$ cat config.mk
export PLATFORM = sky130hd
export DESIGN_NAME = lsu
export DESIGN_NICKNAME = d
export VERILOG_FILES = /design/src/rtl/lsu.sv
export SDC_FILE = /design/constraint.sdc
export NUM_CORES = 1
export LEC_CHECK = 0
export ABC_AREA = 1
export CAP_MARGIN = 20
export CORE_MARGIN = 5
export CORE_UTILIZATION = 39
export CTS_CLUSTER_DIAMETER = 120
export DETAILED_ROUTE_END_ITERATION = 8
export GPL_ROUTABILITY_DRIVEN = 0
export HOLD_SLACK_MARGIN = 0.02
export PLACE_DENSITY = 0.77
export SLEW_MARGIN = 0
export SYNTH_ARGS = -nofsm -noshare
export SYNTH_HDL_FRONTEND = slang
export SYNTH_SLANG_ARGS = --single-unit
$ cat constraint.sdc
create_clock -name clk -period 3.12 [get_ports clk]
set_input_delay 0.468 -clock clk [delete_from_list [all_inputs] [get_ports clk]]
set_output_delay 0.468 -clock clk [all_outputs]
set_load 0.02 [all_outputs]
$ cat src/rtl/lsu.sv
// Load/store unit: issues one access at a time on a req/gnt/rvalid data bus,
// replicates store data across lanes and returns extended load data.
module lsu (
  input  logic        clk,
  input  logic        rst,
  input  logic        ex_valid_i,
  input  logic        ex_mtype_i,
  input  logic        ex_mem_rw_i,
  input  logic [1:0]  ex_mem_width_i,
  input  logic        ex_mem_rdtype_i,
  input  logic [31:0] ex_addr_i,
  input  logic [31:0] ex_wdata_i,
  output logic        lsu_busy_o,
  output logic        lsu_done_o,
  output logic [31:0] lsu_rdata_o,
  output logic        lsu_misalign_o,
  output logic        bus_req_o,
  output logic        bus_we_o,
  output logic [31:0] bus_addr_o,
  output logic [3:0]  bus_be_o,
  output logic [31:0] bus_wdata_o,
  input  logic        bus_gnt_i,
  input  logic        bus_rvalid_i,
  input  logic [31:0] bus_rdata_i
);
  typedef enum logic [1:0] {IDLE, REQ, RESP} state_t;

  state_t      state_q, state_d;
  logic        we_q, rdtype_q, done_q, misalign_q;
  logic [1:0]  width_q, off_q;
  logic [3:0]  be_q, be_d;
  logic [31:0] wdata_q, wdata_d, addr_q, rdata_q, rdata_d, shifted;
  logic        req_ok, aligned, accept, misalign_d, resp_fire;

  always_comb begin
    unique case (ex_mem_width_i)
      2'd2:    aligned = ~ex_addr_i[0];
      2'd3:    aligned = (ex_addr_i[1:0] == 2'b00);
      default: aligned = 1'b1;
    endcase
  end

  assign req_ok     = ex_valid_i & ex_mtype_i & (state_q == IDLE) & (ex_mem_width_i != 2'd0);
  assign accept     = req_ok & aligned;
  assign misalign_d = req_ok & ~aligned;
  assign resp_fire  = (state_q == RESP) & bus_rvalid_i;

  always_comb begin
    be_d    = 4'b1111;
    wdata_d = ex_wdata_i;
    unique case (ex_mem_width_i)
      2'd1: begin
        be_d    = 4'b0001 << ex_addr_i[1:0];
        wdata_d = {4{ex_wdata_i[7:0]}};
      end
      2'd2: begin
        be_d    = ex_addr_i[1] ? 4'b1100 : 4'b0011;
        wdata_d = {2{ex_wdata_i[15:0]}};
      end
      default: ;
    endcase
  end

  always_comb begin
    state_d = state_q;
    unique case (state_q)
      IDLE:    if (accept) state_d = REQ;
      REQ:     if (bus_gnt_i) state_d = RESP;
      RESP:    if (bus_rvalid_i) state_d = IDLE;
      default: state_d = IDLE;
    endcase
  end

  // Halves are always 2-aligned, so shifting by the full byte offset also
  // selects the correct half lane.
  assign shifted = bus_rdata_i >> {off_q, 3'b000};

  always_comb begin
    rdata_d = '0;
    if (resp_fire && !we_q) begin
      unique case (width_q)
        2'd1:    rdata_d = rdtype_q ? {24'b0, shifted[7:0]}   : {{24{shifted[7]}}, shifted[7:0]};
        2'd2:    rdata_d = rdtype_q ? {16'b0, shifted[15:0]}  : {{16{shifted[15]}}, shifted[15:0]};
        default: rdata_d = bus_rdata_i;
      endcase
    end
  end

  always_ff @(posedge clk or posedge rst) begin
    if (rst) begin
      state_q    <= IDLE;
      we_q       <= 1'b0;
      rdtype_q   <= 1'b0;
      width_q    <= '0;
      off_q      <= '0;
      be_q       <= '0;
      wdata_q    <= '0;
      addr_q     <= '0;
      done_q     <= 1'b0;
      misalign_q <= 1'b0;
      rdata_q    <= '0;
    end else begin
      state_q    <= state_d;
      done_q     <= resp_fire;
      misalign_q <= misalign_d;
      rdata_q    <= rdata_d;
      if (accept) begin
        we_q     <= ~ex_mem_rw_i;
        rdtype_q <= ex_mem_rdtype_i;
        width_q  <= ex_mem_width_i;
        off_q    <= ex_addr_i[1:0];
        be_q     <= be_d;
        wdata_q  <= wdata_d;
        addr_q   <= {ex_addr_i[31:2], 2'b00};
      end
    end
  end

  assign lsu_busy_o     = (state_q != IDLE) | accept;
  assign lsu_done_o     = done_q;
  assign lsu_rdata_o    = rdata_q;
  assign lsu_misalign_o = misalign_q;
  assign bus_req_o      = (state_q == REQ);
  assign bus_we_o       = we_q;
  assign bus_addr_o     = addr_q;
  assign bus_be_o       = be_q;
  assign bus_wdata_o    = wdata_q;
endmodule
; Word level (Yosys, flattened, before mapping)
; Cells that the tools add are included.
[totals]
regBits = 108
latch_bits = 0
ramBits = 0
romBits = 0
out_inout_bits = 105
mem_count = 0
[classes]
add_sub_neg = 0
mul = 0
n_div = 0
order_cmp = 0
eq_ne = 10
shifts = 2
muxes = 12
bitwise_logic = 10
reduce_logical = 7
[ops]
columns = operator, count
row1 = $pmux W32 S2, 2
row2 = $mux W32, 3
row3 = $shr A32 B5 Y16, 1
row4 = $eq A2 B2 Y1 const B, 4
row5 = $pmux W4 S2, 1
row6 = $and A1 B1 Y1, 6
row7 = $eq A2 B1 Y1 const B, 3
row8 = $mux W2, 3
row9 = $pmux W2 S3, 1
row10 = $logic_not A2 Y1, 2
row11 = $mux W4, 1
row12 = $ne A2 B2 Y1 const B, 2
row13 = $reduce_bool A2 Y1, 2
row14 = $shl A1 B2 Y4 const A, 1
row15 = $not A1 Y1, 3
row16 = $reduce_and A3 Y1, 1
row17 = $ne A2 B1 Y1 const B, 1
row18 = $pmux W1 S2, 1
row19 = $logic_and A1 B1 Y1, 1
row20 = $logic_not A1 Y1, 1
row21 = $or A1 B1 Y1, 1

; Depth between registers and ports, before layout
; Gate-level depths: netlist of run 1.
[logic_depth]
depth_word = 6
depth_mapped = 11
ltp_nobuf = 10

; Least setup slack after synthesis of run 1
; Ideal clock, no wire load.
[synth_path]
kind = input port to output port
from = input port ex_mem_width_i[0]
to = output port lsu_busy_o
arrival_ps = 1441
required_ps = 2652
path_slack_ps = 1211
stages = 6
path_buffers = 1
path_cell_list = inv_1 > ha_1 > o21ai_1 > nand2_4 > buf_2 > nand2_1
[synth_between]
elab_chain_cells = 4
word_cells_on_any_way = 7
classes_between = eq/ne: 2 / mux: 1 / bitwise: 3 / reduce/logical: 1
[synth_rtl]
columns = element, line_no
row1 = from (decl), 9  ; input logic [1:0] ex_mem_width_i,
row2 = $eq A2 B2 Y1 or $reduce_bool A2 Y1 (tied branches), "36, 43"
row3 = $pmux W1 S2 or $and A1 B1 Y1 (tied branches), "36, 43"
row4 = $and A1 B1 Y1 *, 44  ; assign accept = req_ok & aligned;
row5 = $or A1 B1 Y1 *, 119  ; assign lsu_busy_o = (state_q != IDLE) | accept;
row6 = to (decl), 13  ; output logic lsu_busy_o,
; Every way passes the cells marked *; elsewhere a longest branch is shown, timed or not.

; Final worst setup path of run 1
; Same ends and word-level chain as after synthesis.

==> results of run 1 <==
[worst min-delay path, cell delays in order (launching register included)]
cell	delay [ns]
dfrtp_1	0.34
nand2_1	0.05
nand2_1	0.05
[worst paths after layout]
check                                   to  cells after the start  slack (ns)
setup / recovery                lsu_busy_o                      7        0.22
hold / removal              bus_addr_o[15]                      2        0.48
setup reg to reg           lsu_rdata_o[17]                     10        1.19
hold reg to reg             bus_addr_o[15]                      2        0.48
max in group asynchronous    bus_addr_o[5]                      3        1.86
min in group asynchronous   lsu_rdata_o[0]                      2        0.60
[synthesized netlist by cell type]
cell | number | area share (%)
nand3b_1 | 1 | 0.15
o31ai_1 | 2 | 0.29
o21ai_0 | 69 | 6.8
clkbuf_1 | 9 | 0.66
a22oi_1 | 8 | 1.2
a21oi_2 | 1 | 0.17
nand3_1 | 5 | 0.49
nor2_4 | 11 | 2.4
nand2_1 | 237 | 17
conb_1 | 1 | 0.074
a311oi_1 | 1 | 0.17
inv_2 | 6 | 0.44
ha_1 | 6 | 1.5
nor2_1 | 52 | 3.8
nand2_4 | 2 | 0.44
inv_1 | 31 | 2.3
nor4_4 | 1 | 0.42
inv_4 | 2 | 0.25
buf_4 | 3 | 0.44
and3_4 | 1 | 0.22
buf_2 | 14 | 1.4
o21ai_1 | 2 | 0.20
dfrtp_1 | 108 | 53
a31oi_1 | 1 | 0.12
buf_6 | 6 | 1.3
clkinv_1 | 2 | 0.15
a21oi_1 | 16 | 1.6
o22ai_1 | 15 | 1.8
nor3_1 | 3 | 0.29
buf_12 | 1 | 0.39
[where the power goes]
| part | switching [mW] | leakage [nW] | total (mW) | internal, mW |
|---|---|---|---|---|
| registers | 0.206 | 1.41 | 1.92 | 1.72 |
| logic | 1.25 | 2.01 | 2.18 | 0.937 |
| clock network | 0.544 | 0.144 | 1.17 | 0.627 |
| total | 2.00 | 3.57 | 5.28 | 3.28 |
[sequential cells by signal (all words and copies together) (netlist names)]
register	cells
lsu_done_o	1
lsu_rdata_o	32
bus_addr_o	30
lsu_misalign_o	1
width_q	2
rdtype_q	1
off_q	2
bus_be_o	4
state_q	2
bus_wdata_o	32
bus_we_o	1
[per-stage QoR]
stage | cells | utilization (%) | cell area [µm²] | power [mW] | setup WS [ns]
after floorplan | 618 | - | 5101 | 3.115 | 1.211
after global placement | 974 | 57.30 | 7289 | 4.094 | 0.2462
after detailed placement | 974 | 57.30 | 7289 | 4.120 | 0.2214
after CTS | 989 | 59.63 | 7586 | 5.318 | 0.2081
after global routing | 989 | 59.63 | 7586 | 5.576 | 0.1272
final | 989 | 59.63 | 7586 | 5.276 | 0.2210
[metal layers]
| layer | wire (µm) | global-route usage [%] |
|---|---|---|
| met4 | 482 | 7.995 |
| met3 | 1575 | 7.633 |
| met1 | 6432 | 24.04 |
| met5 | 0 | 0 |
| met2 | 7450 | 33.43 |
[kinds of logic (layout without fill, tap and decap cells)]
logic type / Yosys count / after routing / synth area share (%)
and+or+nand+nor: 313 / 313 / 25.74
AOI/OAI and AO/OA: 115 / 115 / 12.33
DFF: 108 / 108 / 53.06
buffers and inverters: 74 / 273 / 7.320
adders and majority gates: 6 / 6 / 1.474
other: 1 / 2 / 0.07362
[cell type report]
type	count	area share (%)
sequential	108	35.63
timing repair buffer	217	28.83
multi-input combinational	436	26.65
clock buffer	9	2.969
tap	172	2.837
inverter	41	2.144
clock inverter	6	0.9401
==> results.txt, run 1 <==
status - finished, final reports clean
Longest Clk Path Bufs - 2
Die W - 124.3 µm
Rel. slew slack - 46.98%
Buffers on Ports - 208
CP max stage delay - 0.64 ns
CP top delay family - buffers and inverters
CTS tree - done
vias in the first global route - 4,804
Hold Buf Count CTS - 0
Cells after Synth - 617
number of gates resized after CTS - 0
Core Area - 12,720 µm²
startpoint types - input port
mean routed wirelength per cell - 16.12 µm
Lkg Pwr - 3.567 nW
H-tree depth - 3
sequential cell area - 2703 µm²
initial DRC count - 395
Ports - 211
Crit Path Class - input port to output pin
VDD IR-drop max - 0.3888 mV
share of layout cells above drive strength 1 - 5.998%
commonest non-fill, non-tap cell in the layout - nand2_1
WP data arrival - 2.43 ns
Area Overhead vs Synth - 48.93%
drt total wl - 15,940 µm
worst-path cell chain - clkdlybuf4s50_1, inv_1, ha_1, o21ai_1, nand2_4, nand2_1, clkdlybuf4s50_1
drc violations - 0
CP endpoint kind - output pin
Crit. Startpoint - ex_mem_width_i[0]
crit path buf inv count - 3
Routed Antenna Nets - 0
Hold/Removal Path Class - register to register
Max Slew Vio Count - 0
DP HPWL - 11,780 µm
Clock Latency Late Sink - 0.35 ns
Mapped Area - 5094 µm²
mean post-synth cell area - 8.255 µm²
maxcap violations - 0
Clock Sinks - 108
worst slew pin tran - 0.7936 ns
first-pass iteration count of the detailed router - 5
warnings from Yosys - 0
Distinct cells, synth - 30
reg-to-reg critical path startpoint - off_q[0]
Hold WS - 0.4804 ns
Required @ worst endpoint - 2.65 ns
period utilisation layout - 92.92%
CP max-delay cell - clkdlybuf4s50_1
commonest non-fill, non-tap cells in the layout - nand2_1 (237), clkdlybuf4s50_1 (208), dfrtp_1 (108)
die height - 124.3 µm
Vias/cell - 4.895
Yosys reg bits - 108
setup bufs post-CTS - 0
Hold Vio Cnt, Final - 0
setup TNS - 0 ns
via count - 4,841
clk slew on worst S/H paths - 0.07 ns
initial antenna violation count - 0
cell repeated most along the worst path - clkdlybuf4s50_1
Hold Path Origin - bus_addr_o[15]
Initial Utilization - 40.04%
Worst Skew - 0.01202 ns
Die Footprint - 15,450 µm²
register area share after synthesis - 53.06%
GRT overflow - 0
Multi-input gate area - 2022 µm²
antenna cells - 0
Total Nets Final - 925
fmax - 0.3449 GHz
largest net degree at the start of global routing - 57
Pwr Density - 695.5 nW/µm²
# rows - 41
Tmin final - 2.899 ns
Final Setup Violations - 0
fill cell count - 1,197
Global Route Usage Sum - 20.31%
cts bufs inserted - 9
global-route wire length before repair - 25,480 µm
RSZ-0062 raised after global routing - no
worst-path maximum fanout - 5
CTS Root Cell - clkbuf_16
Note: power is estimated with default switching activity, not from simulation.
==> run 2, diff against run 1 <==
==> constraint.sdc (replaced) <==
create_clock -name clk -period 2.6 [get_ports clk]
set_input_delay 0.39 -clock clk [delete_from_list [all_inputs] [get_ports clk]]
set_output_delay 0.39 -clock clk [all_outputs]
set_load 0.02 [all_outputs]
==> results.txt, run 2 (synthesis results as in run 1) <==
Ports - 211 (unchanged)
drt total wl - 15,650 µm (was 15,940 µm)
global-route wire length before repair - 24,730 µm (was 25,480 µm)
cts bufs inserted - 9 (unchanged)
Vias/cell - 4.844 (was 4.895)
commonest non-fill, non-tap cell in the layout - nand2_1 (unchanged)
period utilisation layout - 89.79%
fmax - 0.4284 GHz
Die W - 124.3 µm (unchanged)
Lkg Pwr - 3.607 nW (was 3.567 nW)
worst hold endpoint - bus_addr_o[26] (was bus_addr_o[15])
r2r setup slk - 0.52 ns (was 1.19 ns)
Die Footprint - 15,450 µm² (unchanged)
Total Nets Final - 931 (was 925)
Clock Sinks - 108 (unchanged)
worst reg2reg path depth - 9 (was 10)
fin util - 60.11% (was 59.63%)
Global Route Usage Sum - 19.85% (was 20.31%)
antenna cells - 0 (unchanged)
drc violations - 0 (unchanged)
Routed Antenna Nets - 0 (unchanged)
Tmin final - 2.334 ns
mean routed wirelength per cell - 15.71 µm (was 16.12 µm)
Worst Skew - 0.005972 ns (was 0.01202 ns)
Total Power - 6.428 mW (was 5.276 mW)
Longest Clk Path Bufs - 2 (unchanged)
fill cell count - 1,180 (was 1,197)
Buffers on Ports - 208 (unchanged)
status - finished, final reports clean (unchanged)
fin area - 7647 µm² (was 7586 µm²)
reg-to-reg critical path startpoint - off_q[0] (unchanged)
largest net degree at the start of global routing - 109 (was 57)
Final Non-Filler Cells - 996 (was 989)
via count - 4,825 (was 4,841)
sequential cell area - 2703 µm² (unchanged)
worst-path maximum fanout - 3 (was 5)
Area Overhead vs Synth - 50.14% (was 48.93%)
CTS Root Cell - clkbuf_16 (unchanged)
DP HPWL - 11,540 µm (was 11,780 µm)
GRT overflow - 0 (unchanged)
share of layout cells above drive strength 1 - 6.675% (was 5.998%)
Hold Vio Cnt, Final - 0 (unchanged)
clk slew on worst S/H paths - 0.08 ns (was 0.07 ns)
Clock Latency Late Sink - 0.35 ns (about the same)
Hold WS - 0.4799 ns (was 0.4804 ns)
Final Setup Violations - 0 (unchanged)
Hold Path Origin - bus_addr_o[26] (was bus_addr_o[15])
Crit Path Class - input port to output pin (unchanged)
Max Slew Vio Count - 0 (unchanged)
Multi-input gate area - 2022 µm² (unchanged)
WP data arrival - 1.94 ns (was 2.43 ns)
die height - 124.3 µm (unchanged)
initial antenna violation count - 1 (was 0)
startpoint types - input port (unchanged)
RSZ-0062 raised after global routing - no (unchanged)
Cell Area, Placed - 7322 µm² (was 7289 µm²)
# rows - 41 (unchanged)
Pwr Density - 840.5 nW/µm² (was 695.5 nW/µm²)
Required @ worst endpoint - 2.21 ns (was 2.65 ns)
reg-to-reg endpoint - lsu_rdata_o[19] (was lsu_rdata_o[17])
initial DRC count - 429 (was 395)
first-pass iteration count of the detailed router - 5 (unchanged)
worst hold stages - 2 (unchanged)
H-tree depth - 3 (unchanged)
VDD IR-drop max - 0.4497 mV (was 0.3888 mV)
CP endpoint kind - output pin (unchanged)
Initial Utilization - 40.04% (unchanged)
commonest non-fill, non-tap cells in the layout - nand2_1 (237), clkdlybuf4s50_1 (207), dfrtp_1 (108) (was nand2_1 (237), clkdlybuf4s50_1 (208), dfrtp_1 (108))
maxcap violations - 0 (unchanged)
Hold/Removal Path Class - register to register (unchanged)
Cells after DPL - 980 (was 974)
worst slew pin tran - 0.6457 ns (was 0.7936 ns)
Core Area - 12,720 µm² (unchanged)
vias in the first global route - 4,694 (was 4,804)
Rel. slew slack - 56.63% (was 46.98%)
CTS tree - done (unchanged)
[run 2: worst max path at each step]
stage | from | end | slack (ns) | depth (start not counted)
floorplan | ex_mem_width_i[0] | lsu_busy_o | 0.85 | 6
global placement | ex_mem_width_i[0] | lsu_busy_o | -0.005 | 7
detailed placement | ex_mem_width_i[0] | lsu_busy_o | -0.03 | 7
CTS | ex_mem_width_i[0] | lsu_busy_o | 0.24 | 7
global route | ex_mem_width_i[1] | lsu_busy_o | 0.18 | 8
finish | ex_mem_width_i[0] | lsu_busy_o | 0.27 | 7
[run 2: final cells by class]
type                       instances  area share (%)
clock buffer                      11           3.174
clock inverter                     5           1.096
inverter                          41           2.127
multi-input combinational        436           26.44
sequential                       108           35.34
tap                              172           2.814
timing repair buffer             223           29.01
[run 2: repair_timing]
item,in CTS,in global routing
buffers inserted,0,0
hold buffers,0,0
endpoints found under the setup margin,1,0
resized for setup,1,0
[run 2: per-layer routing]
layer	wire length, µm	global-route usage (%)	share of wire [%]	vias up
met2	7515	33.46	48	234
li1	-	-	-	2352
met3	1542	6.904	9.9	20
met1	6344	24.08	41	2217
met4	239	5.674	1.5	2
met5	5	0	0.032	-
[run 2: critical path, stage by stage]
cell and delay [ns]:
clkdlybuf4s50_1 0.47, inv_1 0.08, ha_1 0.23, o21ai_1 0.28
nand2_4 0.08, nand2_1 0.05, dlygate4sd2_1 0.36
[run 2: through the flow]
| step | setup TNS (ns) | setup slack (ns) |
|---|---|---|
| finish | 0 | 0.2655 |
| global route | 0 | 0.1763 |
| CTS | 0 | 0.2395 |
| detailed placement | -0.03164 | -0.03164 |
| global placement | -0.005165 | -0.005165 |
| floorplan | 0 | 0.8469 |
[run 2: power breakdown]
| part | total, mW | leakage [nW] | switching, mW | internal [mW] |
|---|---|---|---|---|
| logic | 2.60 | 2.04 | 1.47 | 1.13 |
| registers | 2.32 | 1.41 | 0.266 | 2.06 |
| clock network | 1.51 | 0.158 | 0.630 | 0.877 |
| total | 6.43 | 3.61 | 2.37 | 4.06 |
==> run 3, diff against run 2 <==
--- a/config.mk
+++ b/config.mk
@@ -14,6 +14,7 @@
 export GPL_ROUTABILITY_DRIVEN = 0
 export HOLD_SLACK_MARGIN = 0.02
 export PLACE_DENSITY = 0.77
+export SKIP_CTS_REPAIR_TIMING = 1
 export SLEW_MARGIN = 0
 export SYNTH_ARGS = -nofsm -noshare
 export SYNTH_HDL_FRONTEND = slang
==> results.txt, run 3 (synthesis results as in run 1) <==
Clock Latency Late Sink - 0.35 ns (about the same)
Buffers on Ports - 208 (unchanged)
Tmin final - 2.228 ns (was 2.334 ns)
sequential cell area - 2703 µm² (unchanged)
Max Slew Vio Count - 0 (unchanged)
drt total wl - 15,660 µm (was 15,650 µm)
RSZ-0062 raised after global routing - no (unchanged)
Final Setup Violations - 0 (unchanged)
Final Non-Filler Cells - 996 (unchanged)
commonest non-fill, non-tap cell in the layout - nand2_1 (unchanged)
Longest Clk Path Bufs - 2 (unchanged)
initial antenna violation count - 1 (unchanged)
Clock Sinks - 108 (unchanged)
fin util - 60.14% (was 60.11%)
mean routed wirelength per cell - 15.73 µm (was 15.71 µm)
CP endpoint kind - output pin (unchanged)
Hold/Removal Path Class - register to register (unchanged)
CTS Root Cell - clkbuf_16 (unchanged)
status - finished, final reports clean (unchanged)
antenna cells - 0 (unchanged)
vias in the first global route - 4,694 (unchanged)
Lkg Pwr - 3.617 nW (was 3.607 nW)
Crit Path Class - input port to output pin (unchanged)
initial DRC count - 424 (was 429)
CTS tree - done (unchanged)
fmax - 0.4489 GHz (was 0.4284 GHz)
worst slew pin tran - 0.6497 ns (was 0.6457 ns)
Rel. slew slack - 56.36% (was 56.63%)
# rows - 41 (unchanged)
share of layout cells above drive strength 1 - 6.675% (unchanged)
Total Power - 6.430 mW (was 6.428 mW)
startpoint types - input port (unchanged)
Multi-input gate area - 2022 µm² (unchanged)
global-route wire length before repair - 24,730 µm (unchanged)
H-tree depth - 3 (unchanged)
drc violations - 0 (unchanged)
Global Route met3 Usage - 6.904% (unchanged)
setup TNS - 0 ns (unchanged)
Initial Utilization - 40.04% (unchanged)
Die Footprint - 15,450 µm² (unchanged)
clk slew on worst S/H paths - 0.07 ns (was 0.08 ns)
cts bufs inserted - 9 (unchanged)
Hold Vio Cnt, Final - 0 (unchanged)
commonest non-fill, non-tap cells in the layout - nand2_1 (237), clkdlybuf4s50_1 (207), dfrtp_1 (108) (unchanged)
Worst Skew - 0.006264 ns (was 0.005972 ns)
fill cell count - 1,178 (was 1,180)
Total Nets Final - 931 (unchanged)
Routed Antenna Nets - 0 (unchanged)
met1 Usage GRT - 24.08% (unchanged)
GRT overflow - 0 (unchanged)
VDD IR-drop max - 0.4497 mV (about the same)
first-pass iteration count of the detailed router - 5 (unchanged)
worst-path maximum fanout - 3 (unchanged)
period utilisation layout - 85.68% (was 89.79%)
largest net degree at the start of global routing - 109 (unchanged)
Core Area - 12,720 µm² (unchanged)
routing usage on met2 - 33.46% (unchanged)
Die W - 124.3 µm (unchanged)
DP HPWL - 11,540 µm (unchanged)
Vias/cell - 4.843 (was 4.844)
die height - 124.3 µm (unchanged)
WP data arrival - 1.84 ns (was 1.94 ns)
Pwr Density - 840.4 nW/µm² (was 840.5 nW/µm²)
Required @ worst endpoint - 2.21 ns (about the same)
most utilized layer in the global route result - met2 (unchanged)
Area Overhead vs Synth - 50.21% (was 50.14%)
Cells after DPL - 980 (unchanged)
via count - 4,824 (was 4,825)
Global Route Usage Sum - 19.85% (unchanged)
maxcap violations - 0 (unchanged)
Ports - 211 (unchanged)
[run 3: final cells by class]
class                   instances  area share (%)
flip-flops and latches        108           35.32
repair buffers                223           29.04
multi-input cells             436           26.43
clock buffers                  11           3.173
well taps                     172           2.813
inverters                      41           2.126
clock inverters                 5           1.096
[run 3: stage by stage]
stage / instance area (µm²) / worst slack (ns) / hold slack, ns
2_1_floorplan: 5101 / 0.8469 / 0.4516
3_3_place_gp: 7322 / -0.005165 / 0.4616
3_5_place_dp: 7322 / -0.03164 / 0.4637
4_1_cts: 7649 / -0.03415 / 0.4836
5_1_grt: 7651 / 0.2845 / 0.5041
6_report: 7651 / 0.3722 / 0.4798
[run 3: worst paths after layout]
check / endpoint / slack (ns) / cells past startpoint / startpoint
max reg2reg: lsu_rdata_o[19] / 0.52 / 9 / off_q[0]
max: lsu_busy_o / 0.37 / 7 / ex_mem_width_i[0]
min: bus_addr_o[26] / 0.48 / 2 / bus_addr_o[26]
min in group asynchronous: lsu_rdata_o[0] / 0.55 / 3 / rst
min reg2reg: bus_addr_o[26] / 0.48 / 2 / bus_addr_o[26]
max in group asynchronous: bus_addr_o[11] / 1.58 / 3 / rst
[run 3: layer usage]
metal  part of all wire, %  routed length (µm)
met1                    41                6374
met2                    48                7496
met3                   9.9                1547
met4                   1.5                 239
met5                 0.032                   5
[run 3: critical path, stage by stage]
cell             delay [ns]
clkdlybuf4s50_1        0.47
inv_1                  0.08
ha_1                   0.23
o21ai_1                0.28
nand2_4                0.08
nand2_1                0.05
dlymetal6s2s_1         0.26
[run 3: where the power goes]
| part | switching (mW) | internal [mW] | total [mW] |
|---|---|---|---|
| clock network | 0.629 | 0.877 | 1.51 |
| registers | 0.266 | 2.06 | 2.32 |
| logic | 1.47 | 1.13 | 2.60 |
